<file path="src/rtl/vote_pkg.sv">
// Shared types and helpers for the ballot tally block.
package vote_pkg;

  // Session phases: waiting for a start, accepting ballots, presenting the result.
  typedef enum logic [1:0] {
    IDLE    = 2'd0,
    COLLECT = 2'd1,
    RESULT  = 2'd2
  } state_t;

  // Bits needed to hold a population count of an n-bit word (0..n inclusive).
  function automatic int popcount_width(input int n);
    return $clog2(n + 1);
  endfunction

endpackage

</file>
<file path="src/rtl/popcount_onehot.sv">
// Combinational population count of an N-bit word, plus a one-hot decode of that count.
module popcount_onehot
  import vote_pkg::*;
#(
  parameter int N = 3
) (
  input  logic [N-1:0]                   i_vec,
  output logic [popcount_width(N)-1:0]   o_count,
  output logic [N:0]                     o_onehot
);

  localparam int CW = popcount_width(N);
  localparam logic [N:0] ONE_HOT_BASE = {{N{1'b0}}, 1'b1};

  // Sum the set bits of the input word.
  always_comb begin
    o_count = '0;
    for (int i = 0; i < N; i++) begin
      o_count = o_count + CW'(i_vec[i]);
    end
  end

  // Bit k of the one-hot output is set where k equals the count.
  always_comb begin
    o_onehot = ONE_HOT_BASE << o_count;
  end

endmodule

</file>
<file path="src/rtl/vote_tally.sv">
// Session-based ballot accumulator: counts yes/no votes across up to MAX_BALLOTS
// ballot words and reports majority/tie once the session closes.
module vote_tally
  import vote_pkg::*;
#(
  parameter  int N_VOTERS    = 8,
  parameter  int MAX_BALLOTS = 15,
  localparam int CNT_W       = $clog2(N_VOTERS * MAX_BALLOTS + 1),
  localparam int BAL_W       = $clog2(MAX_BALLOTS + 1)
) (
  input  logic                clk,
  input  logic                rst,
  input  logic                start,
  input  logic                ballot_valid,
  input  logic [N_VOTERS-1:0] ballot,
  output logic                ballot_ready,
  input  logic                close,
  input  logic                result_ack,
  output logic [N_VOTERS:0]   last_onehot,
  output logic [CNT_W-1:0]    yes_total,
  output logic [CNT_W-1:0]    no_total,
  output logic [BAL_W-1:0]    ballots_taken,
  output logic                result_valid,
  output logic                majority_yes,
  output logic                tie
);

  localparam int PC_W = popcount_width(N_VOTERS);

  state_t                r_state;
  logic [CNT_W-1:0]      r_yes;
  logic [CNT_W-1:0]      r_no;
  logic [BAL_W-1:0]      r_bal;
  logic [N_VOTERS:0]     r_last;
  logic                  r_result_valid;
  logic                  r_maj;
  logic                  r_tie;

  state_t                w_state_nxt;
  logic [CNT_W-1:0]      w_yes_nxt;
  logic [CNT_W-1:0]      w_no_nxt;
  logic [BAL_W-1:0]      w_bal_nxt;
  logic [N_VOTERS:0]     w_last_nxt;
  logic                  w_maj_nxt;
  logic                  w_tie_nxt;
  logic [PC_W-1:0]       w_cnt;
  logic [N_VOTERS:0]     w_onehot;
  logic                  w_accept;
  logic                  w_full_after;

  popcount_onehot #(
    .N (N_VOTERS)
  ) u_popcount (
    .i_vec    (ballot),
    .o_count  (w_cnt),
    .o_onehot (w_onehot)
  );

  // Ready depends only on registered state so it never loops back through ballot_valid.
  assign ballot_ready = (r_state == COLLECT) && (r_bal < BAL_W'(MAX_BALLOTS));
  assign w_accept     = ballot_valid && ballot_ready;
  // This accept fills the last free ballot slot of the session.
  assign w_full_after = w_accept && (r_bal == BAL_W'(MAX_BALLOTS - 1));

  // Next-state and datapath decode; verdict flags are computed from the post-accept
  // totals so a ballot arriving with close is included in the result.
  always_comb begin
    w_state_nxt = r_state;
    w_yes_nxt   = r_yes;
    w_no_nxt    = r_no;
    w_bal_nxt   = r_bal;
    w_last_nxt  = r_last;
    w_maj_nxt   = r_maj;
    w_tie_nxt   = r_tie;
    case (r_state)
      IDLE: begin
        if (start) begin
          w_state_nxt = COLLECT;
          w_yes_nxt   = '0;
          w_no_nxt    = '0;
          w_bal_nxt   = '0;
          w_last_nxt  = '0;
        end else begin
          w_state_nxt = IDLE;
        end
      end
      COLLECT: begin
        if (w_accept) begin
          w_yes_nxt  = r_yes + CNT_W'(w_cnt);
          w_no_nxt   = r_no + (CNT_W'(N_VOTERS) - CNT_W'(w_cnt));
          w_bal_nxt  = r_bal + BAL_W'(1);
          w_last_nxt = w_onehot;
        end else begin
          w_bal_nxt  = r_bal;
        end
        if (close || w_full_after) begin
          w_state_nxt = RESULT;
          w_maj_nxt   = (w_yes_nxt > w_no_nxt);
          w_tie_nxt   = (w_yes_nxt == w_no_nxt);
        end else begin
          w_state_nxt = COLLECT;
        end
      end
      RESULT: begin
        if (result_ack) begin
          w_state_nxt = IDLE;
          w_maj_nxt   = 1'b0;
          w_tie_nxt   = 1'b0;
        end else begin
          w_state_nxt = RESULT;
        end
      end
      default: begin
        w_state_nxt = IDLE;
        w_maj_nxt   = 1'b0;
        w_tie_nxt   = 1'b0;
      end
    endcase
  end

  // State, accumulators and verdict registers; reset clears everything.
  always_ff @(posedge clk) begin
    if (rst) begin
      r_state        <= IDLE;
      r_yes          <= '0;
      r_no           <= '0;
      r_bal          <= '0;
      r_last         <= '0;
      r_result_valid <= 1'b0;
      r_maj          <= 1'b0;
      r_tie          <= 1'b0;
    end else begin
      r_state        <= w_state_nxt;
      r_yes          <= w_yes_nxt;
      r_no           <= w_no_nxt;
      r_bal          <= w_bal_nxt;
      r_last         <= w_last_nxt;
      r_result_valid <= (w_state_nxt == RESULT);
      r_maj          <= w_maj_nxt;
      r_tie          <= w_tie_nxt;
    end
  end

  assign yes_total     = r_yes;
  assign no_total      = r_no;
  assign ballots_taken = r_bal;
  assign last_onehot   = r_last;
  assign result_valid  = r_result_valid;
  assign majority_yes  = r_maj;
  assign tie           = r_tie;

endmodule

</file>
<file path="config.mk">
export PLATFORM = sky130hd
export DESIGN_NAME = vote_tally
export DESIGN_NICKNAME = d
export VERILOG_FILES = /design/src/rtl/vote_pkg.sv /design/src/rtl/popcount_onehot.sv /design/src/rtl/vote_tally.sv
export SDC_FILE = /design/constraint.sdc
export NUM_CORES = 1
export LEC_CHECK = 0
export ABC_AREA = 1
export BUFFER_PORTS_ARGS = -buffer_cell sky130_fd_sc_hd__clkbuf_2
export CELL_PAD_IN_SITES_DETAIL_PLACEMENT = 0
export CELL_PAD_IN_SITES_GLOBAL_PLACEMENT = 2
export CORE_UTILIZATION = 34
export DETAILED_ROUTE_END_ITERATION = 10
export GPL_ROUTABILITY_DRIVEN = 0
export PLACE_DENSITY_LB_ADDON = 0.08
export SKIP_LAST_GASP = 1
export SLEW_MARGIN = 25
export SYNTH_ARGS = -nofsm -noshare
export SYNTH_HDL_FRONTEND = slang
export SYNTH_SLANG_ARGS = --single-unit
</file>
<file path="constraint.sdc">
create_clock -name clk -period 16.7 [get_ports clk]
set_input_delay 2.505 -clock clk [delete_from_list [all_inputs] [get_ports clk]]
set_output_delay 2.505 -clock clk [all_outputs]
set_load 0.01 [all_outputs]
</file>
---- Word level (Yosys, flattened, before mapping) ----
Cells that the tools add are included.
word-level totals
  register bits ........................... 32
  input bits .............................. 14
  output and inout bits ................... 31
  logic and storage cells ................. 63
operators by class
  add/subtract/negate cells ............... 11
  order comparisons ....................... 2
  equal/unequal tests ..................... 9
  shifts and indexed selects .............. 1
  multiplexer cells ....................... 22
  bitwise operators ....................... 1
  reduce and logical (&&, ||, !) cells .... 9
operators by type and width
  kind                                                                count
  7-bit two-way mux                                                   5
  7-bit case mux with 2 select lines                                  2
  4-bit by 1-bit adder with 4-bit output                              6
  9-bit two-way mux                                                   2
  9-bit case mux with 2 select lines                                  1
  1-bit by 4-bit << shifter with 9-bit output (first input constant)  1
  4-bit two-way mux                                                   2
  4-bit case mux with 2 select lines                                  1
  7-bit by 4-bit adder with 7-bit output                              1
  7-bit adder                                                         1
  7-bit equality test                                                 1
  7-bit greater-than comparator                                       1
  2-bit != test (second input constant)                               3
  1-bit case mux with 3 select lines                                  2
  2-bit case mux with 3 select lines                                  1
  3-bit AND reduction                                                 2
  4-bit by 4-bit subtractor with 5-bit output (first input constant)  1
  4-bit by 1-bit adder with 4-bit output (second input constant)      1
  2-bit equality test (second input constant)                         2
  4-bit equality test (second input constant)                         1
  4-bit < comparator (second input constant)                          1
  1-bit two-way mux                                                   4
  2-bit two-way mux                                                   2
  1-bit logical AND                                                   3
  8 further kinds                                                     8

---- Logic depth before layout (Yosys ltp) ----
Gate-level depths: netlist of run 1.
  depth after elaboration ................. 14
  depth in mapped cells ................... 30
  depth with buffers taken out ............ 30

---- By module ----
From an unflattened synthesis of run 1, not the netlist that was laid out.
second synthesis, totals
  cells, all modules ...................... 371
  area total of the unflattened synthesis .. 2509.9 µm²
modules (own cells, without submodules)
  module           instances  cells each  area an instance (µm²)  seq. area each (µm²)
  vote_tally       1          316         2173.3                  640.6
  popcount_onehot  1          55          336.6                   0.0

---- Worst setup path after synthesis of run 1 ----
OpenSTA, ideal clock, no wires.
  path kind ............................... input port to flip-flop
  from .................................... input ballot[0]
  to ...................................... register r_maj (netlist: majority_yes)
  setup time .............................. 0.116 ns
  arrival time ............................ 6.926 ns
  setup slack ............................. 9.658 ns
  stages .................................. 24
  buffers on the path ..................... 0
  cell sequence ........................... ha_1 > inv_1 > fa_1 > fa_1 > fa_1 > fa_1 > xnor2_1 > inv_1 > ha_1 > ha_1 > a21oi_1 > or2_2 > nand3_1 > nand2_1 > nand3_1 > nand2_1 > ha_1 > nand2_1 > nor2_1 > nand3_1 > o21ai_0 > inv_1 > nand2_1 > a21oi_1
on the way
  word-level cells in the longest chain between the ends .. 14
  elaborated cells on any way between the ends .. 17
  those cells by class .................... 10 x add/sub; 1 x order compare; 6 x mux
RTL lines
  element                                                line                   source
  start: declaration                                     vote_tally.sv:15       input logic [N_VOTERS-1:0] ballot,
  1-bit by 1-bit adder with 2-bit output *               popcount_onehot.sv:19  o_count = o_count + CW'(i_vec[i]);
  4-bit by 1-bit adder with 4-bit output * (6 in a row)  popcount_onehot.sv:19
  4-bit by 4-bit subtractor with 5-bit output            vote_tally.sv:90       w_no_nxt = r_no + (CNT_W'(N_VOTERS) - CNT_W'(w_cnt));
  7-bit adder                                            vote_tally.sv:90
  7-bit two-way mux                                      vote_tally.sv:88       if (w_accept) begin
  7-bit two-way mux                                      vote_tally.sv:75       case (r_state)
  7-bit greater-than comparator *                        vote_tally.sv:98       w_maj_nxt = (w_yes_nxt > w_no_nxt);
  1-bit two-way mux *                                    vote_tally.sv:96       if (close || w_full_after) begin
  1-bit case mux with 3 select lines *                   vote_tally.sv:75
  end signal: assignment                                 vote_tally.sv:139      r_maj <= w_maj_nxt;
  end: declaration                                       vote_tally.sv:36       logic r_maj;
Every way passes the cells marked *; elsewhere a longest branch is shown, timed or not. The select of a mux whose other input is x is not followed.
A chain may end at the register's enable or synchronous reset.

---- Final worst setup path of run 1 ----
Ends and elaborated chain as after synthesis.

==> results of run 1 <==
-- where the power goes --
part	switching (mW)	leakage [nW]	total, mW	internal [mW]
combinational	0.0519	1.04	0.0837	0.0317
sequential	0.00245	0.260	0.0819	0.0794
clock	0.0309	0.0645	0.0836	0.0527
total	0.0852	1.37	0.249	0.164
-- placed cells by master (no fill, tap or decap), types with 2 or more instances in the layout --
cell,count
a21oi_1,34
a211oi_1,3
nand3_2,3
or2_2,4
nand3_1,19
o211a_1,2
nand2_2,2
fa_1,6
o211ai_1,3
inv_1,44
xor2_1,4
nand4_1,8
nor2_1,11
clkbuf_2,44
xnor2_2,2
nor3_1,2
clkbuf_8,7
o21ai_0,14
nand2_1,79
xnor2_1,5
nor2_8,2
ha_1,27
dfxtp_1,32
-- state kept, by name (all words and copies together) (netlist names) --
register       cells
last_onehot        9
no_total           7
tie                1
result_valid       1
majority_yes       1
ballots_taken      4
r_state            2
yes_total          7
-- cells by family after synthesis --
logic type,Yosys count,share of synthesized area [%]
and+or+nand+nor,134,26.5
buffers and inverters,55,9.07
adders and majority gates,33,19.1
muxes,1,0.417
DFF,32,26.7
xor gates and xnor gates,11,4.64
AOI/OAI and AO/OA,59,13.6
-- how the worst max path moves through the flow --
stage	startpoint	to	depth (start not counted)
floorplan	ballot[0]	majority_yes$_SDFFE_PP0P_	24
CTS	ballot[0]	majority_yes$_SDFFE_PP0P_	25
detailed placement	ballot[0]	majority_yes$_SDFFE_PP0P_	25
global placement	ballot[0]	majority_yes$_SDFFE_PP0P_	25
global route	ballot[0]	majority_yes$_SDFFE_PP0P_	26
finish	ballot[0]	majority_yes$_SDFFE_PP0P_	25
-- per-stage QoR --
stage	cell area (sq um)	power [mW]	hold WS [ns]	instances
after floorplan	2400	0.147	0.488	325
after global placement	2700	0.168	0.456	457
after detailed placement	2700	0.169	0.462	457
after CTS	2830	0.253	0.473	465
after global routing	2830	0.268	0.486	465
final	2830	0.249	0.467	465
-- cell usage after synthesis, types with 2 or more instances --
cell type   n
nor2_1     11
nand3_1    19
clkbuf_1    3
buf_4       2
nor3_1      2
nor2_8      2
a21oi_1    34
o21ai_0    14
inv_1      44
o211ai_1    3
xnor2_1     5
nand3_2     3
dfxtp_1    32
ha_1       27
xnor2_2     2
xor2_1      4
or2_2       4
nand4_1     8
buf_2       3
nand2_2     2
o211a_1     2
fa_1        6
a211oi_1    3
nand2_1    79
-- final cells by class --
type	instances	area (sq um)
fillers	752	3960
multi-input cells	238	1540
flip-flops and latches	32	641
repair buffers	45	228
inverters	46	173
well taps	96	120
clock buffers	7	96.3
clock inverters	1	30.0
-- metal layers --
layer / global-route usage [%] / up-vias / part of all wire, %
met5: 0 / - / 0
li1: - / 1150 / -
met3: 2.98 / 6 / 2.6
met4: 5.00 / 0 / 1.2
met1: 22.6 / 979 / 50
met2: 26.6 / 33 / 46
-- worst max-delay path: cells and delay by family --
kind	cells	cell delay [ns]
buffers and inverters	4	0.35
xor gates and xnor gates	1	0.30
AOI/OAI and AO/OA	3	0.32
adders and majority gates	8	3.00
and+or+nand+nor	9	0.95
==> impl_metrics.yaml, run 1 <==
sta:
  worst_pin_slew_ns: 0.629
  rsz0062_at_grt: "no"
  final.min_clock_period_ns: 7.26
  fin_ws_ns: 9.44
  final-hold-violation-count: 0
  tns_ns: 0
  maxSlewViolCount: 0
  timing.max_slew.rel_slack_pct: 58.0
  finClkSkew_ns: 0.0118
  setup_viol_count_final: 0
  min_period_over_period_pct: 43.5
  fmax_ghz: 0.138
drt:
  drt_wl_total_mm: 5.87
  routedWlPerCell_um: 12.6
  vias: 2168
  firstDrtPassIters: 4
  drtIter0Drc: 55
  antenna_left: 0
  post-route-drc-count: 0
  vias_per_cell: 4.66
clocking:
  cts_buffers: 5
  cts_root_buf: "clkbuf_8"
  cts_setup_buffers: 0
  clk_pin_slew_ns: 0.07
  cts_hold_buf: 0
  cts_sinks: 32
  clk_latency_ns: 0.29
  cts_tree: "built"
  cts-resized-gates: 0
  cts_max_path_buffers: 2
  cts_max_level: 2
critical_path:
  r2r_cells: 14
  end_kind: "flop"
  max_stage_delay_ns: 0.49
  rr_endpoint: "majority_yes$_SDFFE_PP0P_"
  cpMaxStageDelayCell: "fa_1"
  criticalPathCategory: "in2reg"
  arrival_ns: 7.44
  cp.required_ns: 16.87
  cp-start-kind: "input pin"
  regToRegStartpoint: "yes_total[0]$_SDFFE_PP0P_"
  regToRegSetupSlack_ns: 13.84
  path_max_fanout: 6
cells_and_area:
  antenna_cells: 0
  drive_gt1_share_pct: 19.0
  syn_to_final_growth_pct: 17.9
  final_nets: 415
  postLayoutCoreUtil_pct: 41.7
global_routing:
  grt_overflow_total: 0
  grt_pass1_wl_mm: 9.47
  grt_pass1_vias: 1996
  grt_max_degree: 28
  antenna_found_initial: 0
  track_usage_pct: 16.6
logic_synthesis:
  syn-cell-area_sq_mm: 0.00240
  ys.flop_type: "dfxtp_1"
  ys_seq_area_share_pct: 26.7
  synth_edf_count: 0
  synth_cell_types: 35
  netlist_instances: 325
  ys_async_sr_fraction_pct: 0
  synth.top_cell.area_share_pct: 26.7
  ys_ff_latch: 32
  postSynthAreaPerCell_sq_um: 7.39
  syn-num-nets: 372
  synthTopCellsByArea: "dfxtp_1, ha_1, nand2_1"
  ys_warn_count: 0
  synth_top_area_cell: "dfxtp_1"
power:
  p_leak_nw: 1.37
  max-vdd-ir-drop_v: 0.0000373
  powerDensity_mw_per_mm2: 88.0
hold_path:
  hold_path_depth: 2
  worstHoldEndpoint: "last_onehot[6]$_SDFFE_PP0P_"
  min_from: "last_onehot[6]$_SDFFE_PP0P_"
  hp-class: "reg2reg"
die:
  core_region_area_sq_mm: 0.00679
  rows: 30
  initial_core_util_pct: 35.3
  die_w_um: 86.0
  die_area_sq_mm: 0.00740
  die_h_um: 86.0
  ios: 45
placement:
  port_buffers: 44
  place_ws_ns: 9.13
  dp_hpwl_mm: 4.54
status:
  run_status: "finished clean"
flow_run:
  drv_cap: 0
Note: power is estimated with default switching activity, not from simulation.
==> inputs of run 2 (changes only) <==
--- a/config.mk
+++ b/config.mk
@@ -9,7 +9,7 @@
 export BUFFER_PORTS_ARGS = -buffer_cell sky130_fd_sc_hd__clkbuf_2
 export CELL_PAD_IN_SITES_DETAIL_PLACEMENT = 0
 export CELL_PAD_IN_SITES_GLOBAL_PLACEMENT = 2
-export CORE_UTILIZATION = 34
+export CORE_UTILIZATION = 28
 export DETAILED_ROUTE_END_ITERATION = 10
 export GPL_ROUTABILITY_DRIVEN = 0
 export PLACE_DENSITY_LB_ADDON = 0.08
==> constraint.sdc (replaced) <==
create_clock -name clk -period 5.95 [get_ports clk]
set_input_delay 0.8925 -clock clk [delete_from_list [all_inputs] [get_ports clk]]
set_output_delay 0.8925 -clock clk [all_outputs]
set_load 0.01 [all_outputs]
==> run 2 against run 1 <==
Clock skew shrank 0.0057 ns. Via count is essentially flat. Critical path type unchanged. Wire length grew 7.3%. Hold slack lost 0.0026 ns. Total power grew to 2.6 times the previous value. Final cell count grew 2.6%. Flip-flop and latch count is the same. Global-route usage shrank 1.0 points. Sequential power grew to 2.8 times the previous value.
==> impl_metrics.yaml, run 2 (synthesis gave the netlist of run 1 again) <==
sta:
  final.min_clock_period_ns: 5.47
  worst_pin_slew_ns: 0.706
  min_period_over_period_pct: 91.9
  setup_viol_count_final: 0
  maxSlewViolCount: 0
  fin_ws_ns: 0.482
  tns_ns: 0
  final-hold-violation-count: 0
  finClkSkew_ns: 0.00606
  fmax_ghz: 0.183
  timing.max_slew.rel_slack_pct: 52.8
  rsz0062_at_grt: "no"
cells_and_area:
  layout_common_cells: "nand2_1, inv_1, clkbuf_2"
  final_common_cell: "nand2_1"
  drive_gt1_share_pct: 19.9
  antenna_cells: 0
  final_nets: 418
  largest_reg_flops: 9
  syn_to_final_growth_pct: 18.2
die:
  rows: 33
  ios: 45
  initial_core_util_pct: 29.1
  core_region_area_sq_mm: 0.00826
  die_h_um: 94.6
  die_w_um: 94.6
  die_area_sq_mm: 0.00895
critical_path:
  cp-start-kind: "input pin"
  arrival_ns: 5.66
  rr_endpoint: "majority_yes$_SDFFE_PP0P_"
  max_stage_delay_ns: 0.49
  r2r_cells: 14
  path_max_fanout: 5
  regToRegStartpoint: "yes_total[0]$_SDFFE_PP0P_"
  cpMaxStageDelayCell: "fa_1"
  end_kind: "flop"
  criticalPathCategory: "in2reg"
  regToRegSetupSlack_ns: 3.06
  cp.required_ns: 6.14
clocking:
  cts_max_path_buffers: 2
  cts_tree: "built"
  cts_buffers: 5
  cts_hold_buf: 0
  clk_latency_ns: 0.29
  cts_max_level: 2
  cts_sinks: 32
  cts_root_buf: "clkbuf_8"
  clk_pin_slew_ns: 0.08
power:
  max-vdd-ir-drop_v: 0.0000724
  p_leak_nw: 1.37
  powerDensity_mw_per_mm2: 232
placement:
  port_buffers: 44
  place_ws_ns: 0.0773
  dp_hpwl_mm: 4.90
hold_path:
  worstHoldEndpoint: "last_onehot[4]$_SDFFE_PP0P_"
  min_from: "last_onehot[4]$_SDFFE_PP0P_"
  hold_path_depth: 2
  hp-class: "reg2reg"
global_routing:
  grt_pass1_wl_mm: 10.6
  antenna_found_initial: 0
  grt_overflow_total: 0
  grt_max_degree: 28
  track_usage_pct: 15.6
  grt_pass1_vias: 2106
drt:
  drtIter0Drc: 71
  post-route-drc-count: 0
  vias: 2166
  firstDrtPassIters: 4
  routedWlPerCell_um: 13.2
  vias_per_cell: 4.54
  antenna_left: 0
  drt_wl_total_mm: 6.29
status:
  run_status: "finished clean"
flow_run:
  drv_cap: 0
-- run 2: cell types whose count changed in the layout (fill, tap and decap cells not counted), sizes merged --
cell | before | now
clkinv | 1 | 3
bufinv | 1 | 0
clkbuf | 51 | 50
buf | 1 | 4
-- run 2: area by class of cell --
type / instances / area [sq um]
Clock buffer: 6 / 82.6
Clock inverter: 2 / 10.0
Fill cell: 931 / 5420
Inverter: 46 / 173
Multi-Input combinational cell: 238 / 1550
Sequential cell: 32 / 641
Tap cell: 105 / 131
Timing Repair Buffer: 48 / 250
-- run 2: per-layer routing --
metal  vias up  wire [um]  global-route usage (%)
met5         -          0                       0
met4         0         74                    4.55
met3         6        154                    2.66
met2        40       2940                    25.1
met1       972       3120                    21.2
li1       1148          -                       -
-- run 2: power by group --
part	leakage [nW]	total (mW)	switching, mW	internal, mW
Sequential	0.260	0.230	0.00697	0.223
Combinational	1.06	0.244	0.148	0.0963
Clock	0.0510	0.183	0.0904	0.0924
Total	1.37	0.657	0.246	0.412
-- run 2: critical path: cells and delay by family --
family,cells,cell delay [ns]
AOI/OAI and AO/OA,3,0.31
buffers and inverters,4,0.26
adders and majority gates,8,2.98
and+or+nand+nor,9,0.96
xor gates and xnor gates,1,0.22
-- run 2: worst max path at each step --
stage / startpoint / to / slack, ns
3_3_place_gp: ballot[0] / majority_yes$_SDFFE_PP0P_ / 0.22
3_5_place_dp: ballot[0] / majority_yes$_SDFFE_PP0P_ / 0.08
2_1_floorplan: ballot[0] / majority_yes$_SDFFE_PP0P_ / 0.52
4_1_cts: ballot[0] / majority_yes$_SDFFE_PP0P_ / 0.39
6_report: ballot[0] / majority_yes$_SDFFE_PP0P_ / 0.48
5_1_grt: ballot[0] / majority_yes$_SDFFE_PP0P_ / 0.07
-- run 2: per-stage QoR --
step                instances  cell area (sq um)  total power [mW]  util, %  hold slack (ns)
finish                    477               2840             0.657     34.4            0.465
global route              477               2840             0.716     34.4            0.488
CTS                       477               2830             0.668     34.3            0.473
detailed placement        469               2740             0.482     33.2            0.463
global placement          469               2740             0.484     33.2            0.457
floorplan                 325               2400             0.413        -            0.488
-- run 2: timing repair --
item / in CTS / in global routing
endpoints found under the setup margin: 0 / 1
gates resized for setup: 0 / 1
buffers inserted: 0 / 0
